==> src/rtl/regfile_dump_reader_pkg.sv <==
// Shared constants and FSM state type for the register-set dump reader.
package regfile_dump_reader_pkg;

    localparam int DATA_W    = 32;
    localparam int ADDR_W    = 5;
    localparam int REG_COUNT = 32;

    typedef enum logic [1:0] {
        ST_IDLE,
        ST_FETCH,
        ST_SEND,
        ST_DONE
    } state_t;

endpackage

==> src/rtl/regfile_dump_reader_if.sv <==
// Output word stream of the dump reader: valid/ready handshake plus payload.
interface regfile_dump_reader_if
    import regfile_dump_reader_pkg::*;
#(
    parameter int DATA_W = regfile_dump_reader_pkg::DATA_W,
    parameter int ADDR_W = regfile_dump_reader_pkg::ADDR_W
);

    logic              out_valid;
    logic              out_ready;
    logic [DATA_W-1:0] out_data;
    logic [ADDR_W-1:0] out_index;
    logic              out_last;

    modport master (
        output out_valid,
        output out_data,
        output out_index,
        output out_last,
        input  out_ready
    );

    modport slave (
        input  out_valid,
        input  out_data,
        input  out_index,
        input  out_last,
        output out_ready
    );

endinterface

==> src/rtl/regfile_dump_reader_range_check.sv <==
// Tells whether wnum lies in the inclusive range idx..last, wrapping through
// the top of the register index space.
module regfile_dump_reader_range_check
    import regfile_dump_reader_pkg::*;
#(
    parameter int ADDR_W = regfile_dump_reader_pkg::ADDR_W
) (
    input  logic [ADDR_W-1:0] idx,
    input  logic [ADDR_W-1:0] last,
    input  logic [ADDR_W-1:0] wnum,
    output logic              in_range
);

    logic [ADDR_W-1:0] span;
    logic [ADDR_W-1:0] offset;

    // Distances from idx taken modulo the index space turn the wrapped range into a single compare
    always_comb begin
        span     = last - idx;
        offset   = wnum - idx;
        in_range = (offset <= span);
    end

endmodule

==> src/rtl/regfile_dump_reader.sv <==
// Debug read-out engine: walks a register range through one register-set read
// port, streams each word over valid/ready, and flags writes that race the dump.
module regfile_dump_reader
    import regfile_dump_reader_pkg::*;
#(
    parameter int DATA_W = regfile_dump_reader_pkg::DATA_W,
    parameter int ADDR_W = regfile_dump_reader_pkg::ADDR_W
) (
    input  logic                  clk,
    input  logic                  rst,
    input  logic                  start,
    input  logic [ADDR_W-1:0]     first,
    input  logic [ADDR_W-1:0]     last,
    output logic [ADDR_W-1:0]     rnum,
    input  logic [DATA_W-1:0]     rdata,
    input  logic                  write,
    input  logic [ADDR_W-1:0]     wnum,
    regfile_dump_reader_if.master out_if,
    output logic                  busy,
    output logic                  done,
    output logic                  dirty
);

    state_t            state;
    state_t            state_nxt;
    logic [ADDR_W-1:0] idx;
    logic [ADDR_W-1:0] idx_nxt;
    logic [ADDR_W-1:0] last_q;
    logic [ADDR_W-1:0] last_nxt;
    logic [ADDR_W-1:0] index_q;
    logic [ADDR_W-1:0] index_nxt;
    logic [DATA_W-1:0] data_q;
    logic [DATA_W-1:0] data_nxt;
    logic              last_flag_q;
    logic              last_flag_nxt;
    logic              dirty_q;
    logic              dirty_nxt;
    logic              out_valid_c;
    logic              wnum_in_range;

    regfile_dump_reader_range_check #(
        .ADDR_W (ADDR_W)
    ) u_range_check (
        .idx      (idx),
        .last     (last_q),
        .wnum     (wnum),
        .in_range (wnum_in_range)
    );

    // State and datapath registers
    always_ff @(posedge clk or negedge rst) begin
        if (!rst) begin
            state       <= ST_IDLE;
            idx         <= '0;
            last_q      <= '0;
            index_q     <= '0;
            data_q      <= '0;
            last_flag_q <= 1'b0;
            dirty_q     <= 1'b0;
        end else begin
            state       <= state_nxt;
            idx         <= idx_nxt;
            last_q      <= last_nxt;
            index_q     <= index_nxt;
            data_q      <= data_nxt;
            last_flag_q <= last_flag_nxt;
            dirty_q     <= dirty_nxt;
        end
    end

    // Next-state, datapath updates, read address and status outputs
    always_comb begin
        state_nxt     = state;
        idx_nxt       = idx;
        last_nxt      = last_q;
        index_nxt     = index_q;
        data_nxt      = data_q;
        last_flag_nxt = last_flag_q;
        dirty_nxt     = dirty_q;
        rnum          = '0;
        out_valid_c   = 1'b0;
        done          = 1'b0;
        busy          = (state != ST_IDLE);

        case (state)
            ST_IDLE: begin
                if (start) begin
                    last_nxt  = last;
                    idx_nxt   = first;
                    dirty_nxt = 1'b0;
                    state_nxt = ST_FETCH;
                end
            end
            ST_FETCH: begin
                rnum          = idx;
                data_nxt      = rdata;
                index_nxt     = idx;
                last_flag_nxt = (idx == last_q);
                state_nxt     = ST_SEND;
            end
            ST_SEND: begin
                out_valid_c = 1'b1;
                if (out_if.out_ready) begin
                    if (last_flag_q) begin
                        state_nxt = ST_DONE;
                    end else begin
                        idx_nxt   = idx + ADDR_W'(1);
                        state_nxt = ST_FETCH;
                    end
                end
            end
            ST_DONE: begin
                done      = 1'b1;
                state_nxt = ST_IDLE;
            end
            default: state_nxt = ST_IDLE;
        endcase

        // The word already latched for SEND is safe; only uncaptured words can go stale
        if ((state == ST_FETCH || (state == ST_SEND && wnum != index_q)) &&
            write && wnum != '0 && wnum_in_range) begin
            dirty_nxt = 1'b1;
        end
    end

    assign out_if.out_valid = out_valid_c;
    assign out_if.out_data  = data_q;
    assign out_if.out_index = index_q;
    assign out_if.out_last  = last_flag_q;
    assign dirty            = dirty_q;

endmodule

==> src/flat_wrapper.sv <==
// flat-port wrapper written by rule: the top's interface ports become plain ports
module regfile_dump_reader_flat import regfile_dump_reader_pkg::*;
#(
    parameter int DATA_W = regfile_dump_reader_pkg::DATA_W,
    parameter int ADDR_W = regfile_dump_reader_pkg::ADDR_W
)
  (clk, rst, start, first, last, rnum, rdata, write, wnum, busy, done, dirty, out_if_out_valid, out_if_out_data, out_if_out_index, out_if_out_last, out_if_out_ready);
  regfile_dump_reader_if #(.DATA_W(DATA_W), .ADDR_W(ADDR_W)) out_if_i ();
  input  logic clk;
  input  logic rst;
  input  logic start;
  input  logic [ADDR_W-1:0] first;
  input  logic [ADDR_W-1:0] last;
  output logic [ADDR_W-1:0] rnum;
  input  logic [DATA_W-1:0] rdata;
  input  logic write;
  input  logic [ADDR_W-1:0] wnum;
  output logic busy;
  output logic done;
  output logic dirty;
  output wire logic [$bits(out_if_i.out_valid)-1:0] out_if_out_valid;
  output wire logic [$bits(out_if_i.out_data)-1:0] out_if_out_data;
  output wire logic [$bits(out_if_i.out_index)-1:0] out_if_out_index;
  output wire logic [$bits(out_if_i.out_last)-1:0] out_if_out_last;
  input wire logic [$bits(out_if_i.out_ready)-1:0] out_if_out_ready;
  assign out_if_out_valid = out_if_i.out_valid;
  assign out_if_out_data = out_if_i.out_data;
  assign out_if_out_index = out_if_i.out_index;
  assign out_if_out_last = out_if_i.out_last;
  assign out_if_i.out_ready = out_if_out_ready;
  regfile_dump_reader #(.DATA_W(DATA_W), .ADDR_W(ADDR_W)) u_core (.clk(clk), .rst(rst), .start(start), .first(first), .last(last), .rnum(rnum), .rdata(rdata), .write(write), .wnum(wnum), .out_if(out_if_i), .busy(busy), .done(done), .dirty(dirty));
endmodule
==> config.mk <==
export PLATFORM = sky130hd
export DESIGN_NAME = regfile_dump_reader_flat
export DESIGN_NICKNAME = d
export VERILOG_FILES = /design/src/rtl/regfile_dump_reader_pkg.sv /design/src/rtl/regfile_dump_reader_if.sv /design/src/rtl/regfile_dump_reader_range_check.sv /design/src/rtl/regfile_dump_reader.sv /design/src/flat_wrapper.sv
export SDC_FILE = /design/constraint.sdc
export NUM_CORES = 1
export LEC_CHECK = 0
export CAP_MARGIN = 20
export CORE_ASPECT_RATIO = 1.75
export CORE_MARGIN = 5
export CORE_UTILIZATION = 40
export CTS_BUF_LIST = sky130_fd_sc_hd__clkbuf_4 sky130_fd_sc_hd__clkbuf_8 sky130_fd_sc_hd__clkbuf_16
export CTS_CLUSTER_SIZE = 14
export DETAILED_ROUTE_END_ITERATION = 8
export PLACE_DENSITY = 0.88
export SYNTH_ARGS = -nofsm -noshare
export SYNTH_HDL_FRONTEND = slang
export SYNTH_SLANG_ARGS = --single-unit
==> constraint.sdc <==
create_clock -name clk -period 2.3 [get_ports clk]
set_input_delay 0.23 -clock clk [delete_from_list [all_inputs] [get_ports clk]]
set_output_delay 0.23 -clock clk [all_outputs]
set_load 0.005 [all_outputs]
==> results.md <==
* CTS Buffer Depth at 2
* Leak Pwr at 1.86 nW
* Final core occ at 0.618
* Top-area cell type share of the netlist area at 0.498
* Routed WL at 7.14 mm
* Commonest non-fill, non-tap cell in the layout: nand2_1
* First-pass detailed-route iteration total at 4
* Die area at 8170 µm²
* Netlist cell types at 40
* Period utilisation layout at 0.973
* Initial antenna violation count at 0
* Pwr Total at 5.63 mW
* GP Congestion at 0.886
* ANT cells at 0
* Pwr dens at 1460 nW/µm²
* Clock transition at the registers of the reported paths at 0.09 ns
* Fin. Hold Viols at 0
* CTS tree: done
* Peak VDD IR at 0.799 mV
* Slowest CP cell: dfrtp_1
* CP Data Arrival Time at 2.42 ns
* Syn avg cell area at 9.22 µm²
* Core area at 6230 µm²
* Max Slew Vio Count at 0
* Kind of critical path: register to register
* Met3 usage at 0.0495
* First-pass GRT wire length at 11.2 mm
* DRC at 0
* Sequential share of the synthesized area at 0.498
* Clk_lat worst skew at 0.31 ns
* Largest net degree at the start of global routing at 52
* Total Routing Usage GR at 0.177
* NumNets Final at 456
* Grt ovf at 0
* Ports at 99
* Max Cap Viol at 0
* Status: complete, no violations
* Total number of vias at 2309
* Synth Instances at 278
* RSZ-0062 raised after global routing: true
* Worst Path Max Fanout at 3
* Worst-Margin Slew at 0.518 ns
* Global Route met1 Usage at 0.158
* Syn Std Cell Area at 2560 µm²
* Clock Sinks at 51
* Worst clock skew at 0.00687 ns
* Die Ht at 116 µm
* Number of global-route vias before repair at 2460
* Final HPWL DP at 5.63 mm
* Area grow syn2layout at 50.3%
* Root Driver: clkbuf_8
* Layout cells sized above 1 at 0.103
* 1st-iter DRT viols at 84
* Main area contributors after synthesis: dfrtp_1 50%, nand2_1 15%, ha_1 6.8%
* Nature of the critical path endpoint: register
* Pre-CTS setup slack at -0.337 ns
* Htree depth at 2
* Hold WS at 0.438 ns
* Commonest non-fill, non-tap cells in the layout: 104 x nand2_1, 97 x clkdlybuf4s50_1, 51 x dfrtp_1
* Type of the worst min-delay path: input pin to async pin
* Initial Util at 0.411
* Worst EP required at 2.48 ns
* Synth Net Count at 346
* Fmax at 447 MHz
* Ys Warns at 0
* Slew HR at 0.655
* Worst Setup Start Kind: register
* Endpoints failing setup at 0
* Min cycle time layout at 2.24 ns
* Area leader, netlist: dfrtp_1
* Port buffer count at 98
* Slowest stage delay, CP at 0.42 ns
* Die extent in x at 70.5 µm
* Yosys reg bits at 51
* # rows at 38
* GRT Max-Usage Layer: met2
* Top cell by count, worst path: a31oi_1
* Via density at 4.92
* M2 GR Usage at 0.341
* Num CTS Buffers at 5
* CP Cell Sequence: ha_2 > inv_2 > fa_2 > a21o_1 > a21oi_2 > xnor2_1 > ha_1 > and3_1 > a31oi_1 > a31oi_1
* Final TNS setup at 0 ns
* Routed wire per std cell at 15.2 µm
* Final Worst Setup Slack at 0.0627 ns
* ANT nets after route at 0
[per-layer routing]
metal / up-vias / routed length, µm
met2: 88 / 4030
met1: 1078 / 2370
li1: 1117 / -
met5: - / 0
met4: 0 / 330
met3: 26 / 413
[registers in the layout, summed over array words and instances (netlist names)]
name,count
u_core.out_if.out_data,32
u_core.idx,5
u_core.last_q,5
u_core.out_if.out_index,5
u_core.state,2
u_core.dirty,1
u_core.out_if.out_last,1
[layout make-up]
class                      instances  area (µm²)
fill                             527        2380
sequential                        51        1280
multi-input combinational        204        1200
timing repair buffer             115        1120
tap                               80         100
clock buffer                       6        82.6
inverter                          11        41.3
clock inverter                     2        35.0
[timing repair]
| action | 4_1_cts | 5_1_grt |
|---|---|---|
| hold buffers | 1 | 0 |
| pin swaps | 4 | 5 |
| hold endpoints to repair | 51 | 0 |
| gates resized for setup | 4 | 4 |
| setup endpoints to repair | 1 | 1 |
| buffers inserted | 1 | 2 |
[Yosys cell counts (all sizes together)]
cell type  count
nand2        104
dfrtp         51
ha            14
a21oi         12
inv           11
a21o          10
xor2           9
nor2           8
o21ai          8
buf            7
clkbuf         5
nand2b         4
xnor2          4
and2           3
mux2           3
a31oi          2
fa             2
nand3          2
nor2b          2
o22ai          2
a211oi         1
a21bo          1
a22o           1
a31o           1
and2b          1
and3           1
mux2i          1
nand3b         1
nand4          1
nor3           1
nor4           1
o221ai         1
o31ai          1
or2            1
or4            1
[cell families (layout without fill, tap and decap cells)]
logic type,count (synthesis),after routing,share of synthesized area
compound gates,40,40,0.102
xor+xnor,13,13,0.0444
fa+ha+maj,16,16,0.0840
buf+inv,23,134,0.0415
flops,51,51,0.498
mux,4,4,0.0171
simple gates,131,131,0.213
[per-stage QoR]
| step | std cells | area [µm²] |
|---|---|---|
| after floorplan | 278 | 2560 |
| after global placement | 457 | 3680 |
| after detailed placement | 457 | 3680 |
| after CTS | 467 | 3830 |
| after global routing | 469 | 3850 |
| final | 469 | 3850 |
[path summary, 6_finish.rpt]
check / from / end / depth (start not counted) / slack, ns
setup / recovery: u_core.idx[0] / u_core.dirty / 10 / 0.06
setup reg to reg: u_core.idx[0] / u_core.dirty / 10 / 0.06
max in group asynchronous: rst / u_core.out_if.out_data[10] / 3 / 1.63
hold / removal: rst / u_core.out_if.out_data[30] / 3 / 0.44
hold reg to reg: u_core.out_if.out_data[1] / u_core.out_if.out_data[1] / 2 / 0.48
min in group clk: rdata[20] / u_core.out_if.out_data[20] / 3 / 0.45
[power by group]
group / internal (mW) / leakage (nW) / total, mW / switching, mW
Clock: 0.352 / 0.0612 / 0.641 / 0.289
Sequential: 1.34 / 0.623 / 1.65 / 0.309
Combinational: 1.77 / 1.18 / 3.33 / 1.56
Total: 3.46 / 1.86 / 5.63 / 2.16
[worst max-delay path: cells and delay by family, from the launching register on]
| family | cells | cell delay, ns |
|---|---|---|
| xor gates and xnor gates | 1 | 0.14 |
| and+or+nand+nor | 1 | 0.17 |
| buffers and inverters | 1 | 0.04 |
| DFF | 1 | 0.42 |
| adders and majority gates | 3 | 0.80 |
| AOI/OAI and AO/OA | 4 | 0.55 |
Note: power is estimated with default switching activity, not from simulation.
==> RTL change 1, RTL diff (config.mk and constraints unchanged) <==
Reset style: synchronous (`rst`), changed in one clocked block.
--- a/src/rtl/regfile_dump_reader.sv
+++ b/src/rtl/regfile_dump_reader.sv
@@ -48,7 +48,7 @@
     );
 
     // State and datapath registers
-    always_ff @(posedge clk or negedge rst) begin
+    always_ff @(posedge clk) begin
         if (!rst) begin
             state       <= ST_IDLE;
             idx         <= '0;
Function: differs if rst is asserted again (counterexample within 4 cycles, from zero or initial values and one cycle with rst low); with rst held inactive, the same outputs for 4 cycles.
==> RTL change 1 against the original RTL <==
Worst setup slack gained 0.0047 ns; sequential cell count is the same; final area shrank 2.8%; critical path depth increased by 2; clock skew is 0.0064 ns higher; count of clock-buffer cells in the layout is 1 lower; wire length shrank 0.41%; first-iteration DRC count is 19% lower; synthesized area down 2.9%.
Power is not compared: it rests on default switching activity, and its combinational part moved more than twofold at a synthesized area within 25%.
==> RTL change 1: results (changes against the original RTL) <==
Global Route Usage Sum 0.1790 (+0.001657); relative slew slack 0.6599 (+0.005393); syn nets 369 (+6.6%); vias in the first global route 2495 (+1.4%); Top delay family on crit path adder cells; drt pass-1 iters 4 (unchanged); P_leak 0.001465 uW; Arr. time, crit path 2.42 ns (about the same); Distinct cells, synth 41 (+2.5%); vias 2425 (+5.0%); critical-path maximum fanout 2 (-1); GR met3 Demand/Resource 0.03691 (-0.01257); ys flop type dfxtp_1; largest net degree at the start of global routing 38 (-27%); largest stage delay on the critical path 0.41 ns; fillers 513 (-2.7%); worst min-delay path class in2reg; latest clock arrival within the worst-skew pair 0.31 ns (about the same); max reg flops 32 (unchanged); status complete, no violations; most used routing layer met2; Num CTS Buffers 5 (unchanged); Peak supply drop 0.3288 mV; main area contributors after synthesis dfxtp_1 (41%), nand2_1 (13%), ha_1 (7.0%); Yosys Warn Count 0 (unchanged); Post-CTS Setup Inserts 0 (-1); IO buf count 98 (unchanged); CTS H-tree depth 2 (unchanged); nets 469 (+2.9%); dpl ws -0.3455 ns (-0.008708 ns); Placement Cell Area 3590 um^2 (-2.5%); met2 usage in global routing 0.3591 (+0.01800); Clock Skew 0.01331 ns (+0.006442 ns); Placer Congestion 0.8703 (-1.8%); Async S/R FF share, synth 0 (-1.000); Antenna diodes 0 (unchanged); register area share after synthesis 0.4103 (-0.08779); share of cells above drive strength 1 0.07960 (-0.02323); clk buf depth 2 (unchanged); first-pass GRT wire length 11.34 mm (+1.3%); clk root buf clkbuf_8; initial antenna violation count 0 (unchanged); clock slew at reported path FFs roughly 0.10 ns; most frequent cells after synthesis nand2_1 (84), dfxtp_1 (51), a21boi_0 (23); GR Util met1 0.1588 (+0.0006835); dpl hpwl 5.574 mm (-0.96%); final wirelength 7.113 mm (-0.41%); Slowest-stage cell, CP fa_1; DR iter-0 viols 68 (-19%)
## RTL change 1: changes by cell type after synthesis, moves of 4 or more
| cell | delta |
|---|---|
| xor2_1 | -4 |
| dfrtp_1 | -51 |
| xnor2_1 | +4 |
| a21o_1 | -6 |
| nand2_1 | -20 |
| o21ai_0 | -5 |
| inv_1 | +5 |
| nor2_1 | +4 |
| a21oi_1 | +9 |
| dfxtp_1 | +51 |
| a21boi_0 | +23 |
| o21a_1 | +4 |
| a21boi_1 | +5 |
## RTL change 1: stage by stage
stage	power (uW)	cells	setup TNS [ns]	hold slack, ns
6_report	2350	482	0	0.4086
5_1_grt	2486	482	-0.01607	0.4401
4_1_cts	2355	482	0	0.4571
3_5_place_dp	1623	474	-0.3455	0.4439
3_3_place_gp	1583	474	-0.2165	0.4401
2_1_floorplan	1328	301	0	0.3648
## RTL change 1: cells by family (layout without fill, tap and decap cells)
logic type / after synthesis / after routing / synth area share
simple gates: 115 / 115 / 0.1951
compound gates: 70 / 70 / 0.1936
flops: 51 / 51 / 0.4103
buf+inv: 32 / 133 / 0.05229
fa+ha+maj: 16 / 16 / 0.08648
xor+xnor: 13 / 13 / 0.04575
mux: 4 / 4 / 0.01659
## RTL change 1: area by class of cell
cell class                      count  area [um^2]  area share
Clock buffer                        5        68.82     0.01838
Clock inverter                      3        67.56     0.01804
Inverter                           18        67.56     0.01804
Multi-Input combinational cell    218         1354      0.3615
Sequential cell                    51         1023      0.2733
Tap cell                           80        100.1     0.02673
Timing Repair Buffer              107         1064      0.2840
## RTL change 1: tightest hold or removal path, stage by stage
cell and delay [ns]:
dlymetal6s2s_1 0.15, inv_2 0.07, a221oi_1 0.07, o31ai_1 0.07, o22ai_1 0.08
## RTL change 1: power by group
group          leakage (uW)  switching (uW)  internal, uW
Clock             0.0000644             294           433
Combinational      0.000984             300           347
Sequential         0.000417            37.4           937
Total               0.00146             632          1720
## RTL change 1: metal layers
metal | wire [um] | part of all wire
met5 | 0 | 0
met4 | 331 | 0.047
met3 | 386 | 0.054
met2 | 3950 | 0.56
met1 | 2445 | 0.34
## RTL change 1: final timing paths
check | start | end | slack (ns) | depth (start not counted)
setup / recovery | u_core.last_q[0] | u_core.dirty | 0.07 | 12
hold / removal | wnum[0] | u_core.dirty | 0.41 | 5
setup reg to reg | u_core.last_q[0] | u_core.dirty | 0.07 | 12
hold reg to reg | u_core.out_if.out_data[20] | u_core.out_if.out_data[20] | 0.45 | 2
## RTL change 1: repair_timing
action / 4_1_cts / 5_1_grt
resized for setup: 1 / 8
pin swaps: 0 / 3
endpoints found under the setup margin: 1 / 1
hold buffers: 0 / 0
==> RTL change 2, RTL diff (same settings) <==
Without the edit above. The package constant `ADDR_W` goes from 5 to 6.
--- a/src/rtl/regfile_dump_reader_pkg.sv
+++ b/src/rtl/regfile_dump_reader_pkg.sv
@@ -2,7 +2,7 @@
 package regfile_dump_reader_pkg;
 
     localparam int DATA_W    = 32;
-    localparam int ADDR_W    = 5;
+    localparam int ADDR_W    = 6;
     localparam int REG_COUNT = 32;
 
     typedef enum logic [1:0] {
Interface: changed (5 resized); port bits go from 99 to 104. The function was not compared with the original's and may differ.
==> RTL change 2 against the original RTL <==
The flow now finishes with violations (negative setup slack); cell count up 14%; worst setup slack worse by 0.098 ns; power up 25%; sequential power up 7%; synthesized area up 11%; final area up 16%; critical path type unchanged; highest routed layer unchanged; sequential cell count up 3; first-iteration DRC count up 42%; sequential share of layout area down 2.7 points; count of clock-buffer cells in the layout up 2; wire length up 20%; die area up 9.9%.
==> RTL change 2: results (changes against the original RTL) <==
largest stage delay on the critical path 0.46 ns (+0.04 ns); clk root buf clkbuf_16; IO buf count 103 (+5.1%); first-pass GRT wire length 13.85 mm (+24%); nets 524 (+15%); Slowest-stage cell, CP dfrtp_2; Arr. time, crit path 2.52 ns (+0.10 ns); Clock Skew 0.006856 ns (-0.00001654 ns); share of cells above drive strength 1 0.1685 (+0.06569); syn nets 388 (+12%); DR iter-0 viols 119 (+42%); Antenna diodes 0 (unchanged); final setup violation count 1 (+1); vias in the first global route 2904 (+18%); register area share after synthesis 0.4743 (-0.02374); status finished, violations left; latest clock arrival within the worst-skew pair 0.29 ns (-0.02 ns); clk buf depth 2 (unchanged); main area contributors after synthesis dfrtp_1 (47%), nand2_1 (14%), ha_1 (7.5%); dpl hpwl 6.709 mm (+19%); critical-path maximum fanout 3 (unchanged); Avg Vias per Cell 4.998 (+1.5%); largest net degree at the start of global routing 31 (-40%); Global Route Usage Sum 0.2011 (+0.02372); failing checks negative setup slack; Distinct cells, synth 36 (-10%); worst slew pin tran 0.6327 ns (+0.1145 ns); DR WL/cell 15.98 um (+4.9%); clock slew at reported path FFs 0.07 ns (-0.02 ns); P_int 4293 uW (+24%); PnR worst setup slack -0.03520 ns (-0.09788 ns); most frequent cells after synthesis nand2_1 (105), dfrtp_1 (54), inv_1 (19); P_leak 0.002142 uW (+15%); Peak supply drop 0.8341 mV (+4.4%); endpoints failing hold 0 (unchanged); Yosys top cell area share 0.4743 (-0.02374); Placer Congestion 0.9097 (+2.7%)
## RTL change 2: power by group through the flow
stage,Clock [uW],Combinational (uW),Sequential [uW]
global route,891,4910,1820
finish,825,4460,1760
floorplan,0,2130,1760
detailed placement,0,4040,1760
global placement,0,3870,1730
CTS,847,4290,1760
## RTL change 2: path summary, 6_finish.rpt
check,from,end,cells past startpoint
worst max-delay path,u_core.idx[0],u_core.dirty,11
worst min-delay path,rst,u_core.out_if.out_data[5],2
worst max register to register,u_core.idx[0],u_core.dirty,11
worst min register to register,u_core.out_if.out_data[25],u_core.out_if.out_data[25],2
max in group asynchronous,rst,u_core.idx[0],3
min in group clk,rdata[20],u_core.out_if.out_data[20],3
## RTL change 2: cells by family after synthesis
logic type | count (synthesis) | synth area share
compound gates | 48 | 0.1054
flops | 54 | 0.4743
fa+ha+maj | 19 | 0.08871
xor+xnor | 13 | 0.03997
simple gates | 142 | 0.2174
mux | 7 | 0.02679
buf+inv | 31 | 0.04743
## RTL change 2: timing repair
action                     CTS  global route
resized for setup           12             8
setup endpoints to repair    1             1
hold endpoints to repair    46             0
hold buffers                 1             0
pin swaps                   10             9
buffers inserted             3             0
## RTL change 2: layer usage
metal	vias up	wire length [um]	GRT usage
met4	0	418	0.1122
met2	85	4823	0.3683
li1	1303	-	-
met1	1253	2870	0.1997
met5	-	0	0
met3	33	435	0.04624
## RTL change 2: worst max-delay path: cells and delay by family, from the launching register on
| family | cells | cell delay (ns) |
|---|---|---|
| fa+ha+maj | 3 | 0.86 |
| compound gates | 5 | 0.51 |
| flops | 1 | 0.46 |
| simple gates | 2 | 0.24 |
| xor+xnor | 1 | 0.14 |
## RTL change 2: per-stage QoR
stage                     worst slack (ns)   TNS, ns  hold WS (ns)  cell area [um^2]  std cells
final                             -0.03520  -0.03520        0.2638              4451        535
after global routing               -0.1298   -0.1298        0.2705              4451        535
after CTS                         -0.05463  -0.05463        0.2572              4412        535
after detailed placement           -0.5235   -0.5235       0.02401              4184        523
after global placement             -0.4328   -0.4328       0.02113              4184        523
after floorplan                   0.003472         0      -0.06559              2860        314
## RTL change 2: layout make-up
class,count,area (um^2)
fillers,550,2456
multi-input cells,229,1446
flip-flops and latches,54,1353
repair buffers,140,1305
clock buffers,8,166.4
well taps,84,105.1
inverters,20,75.07
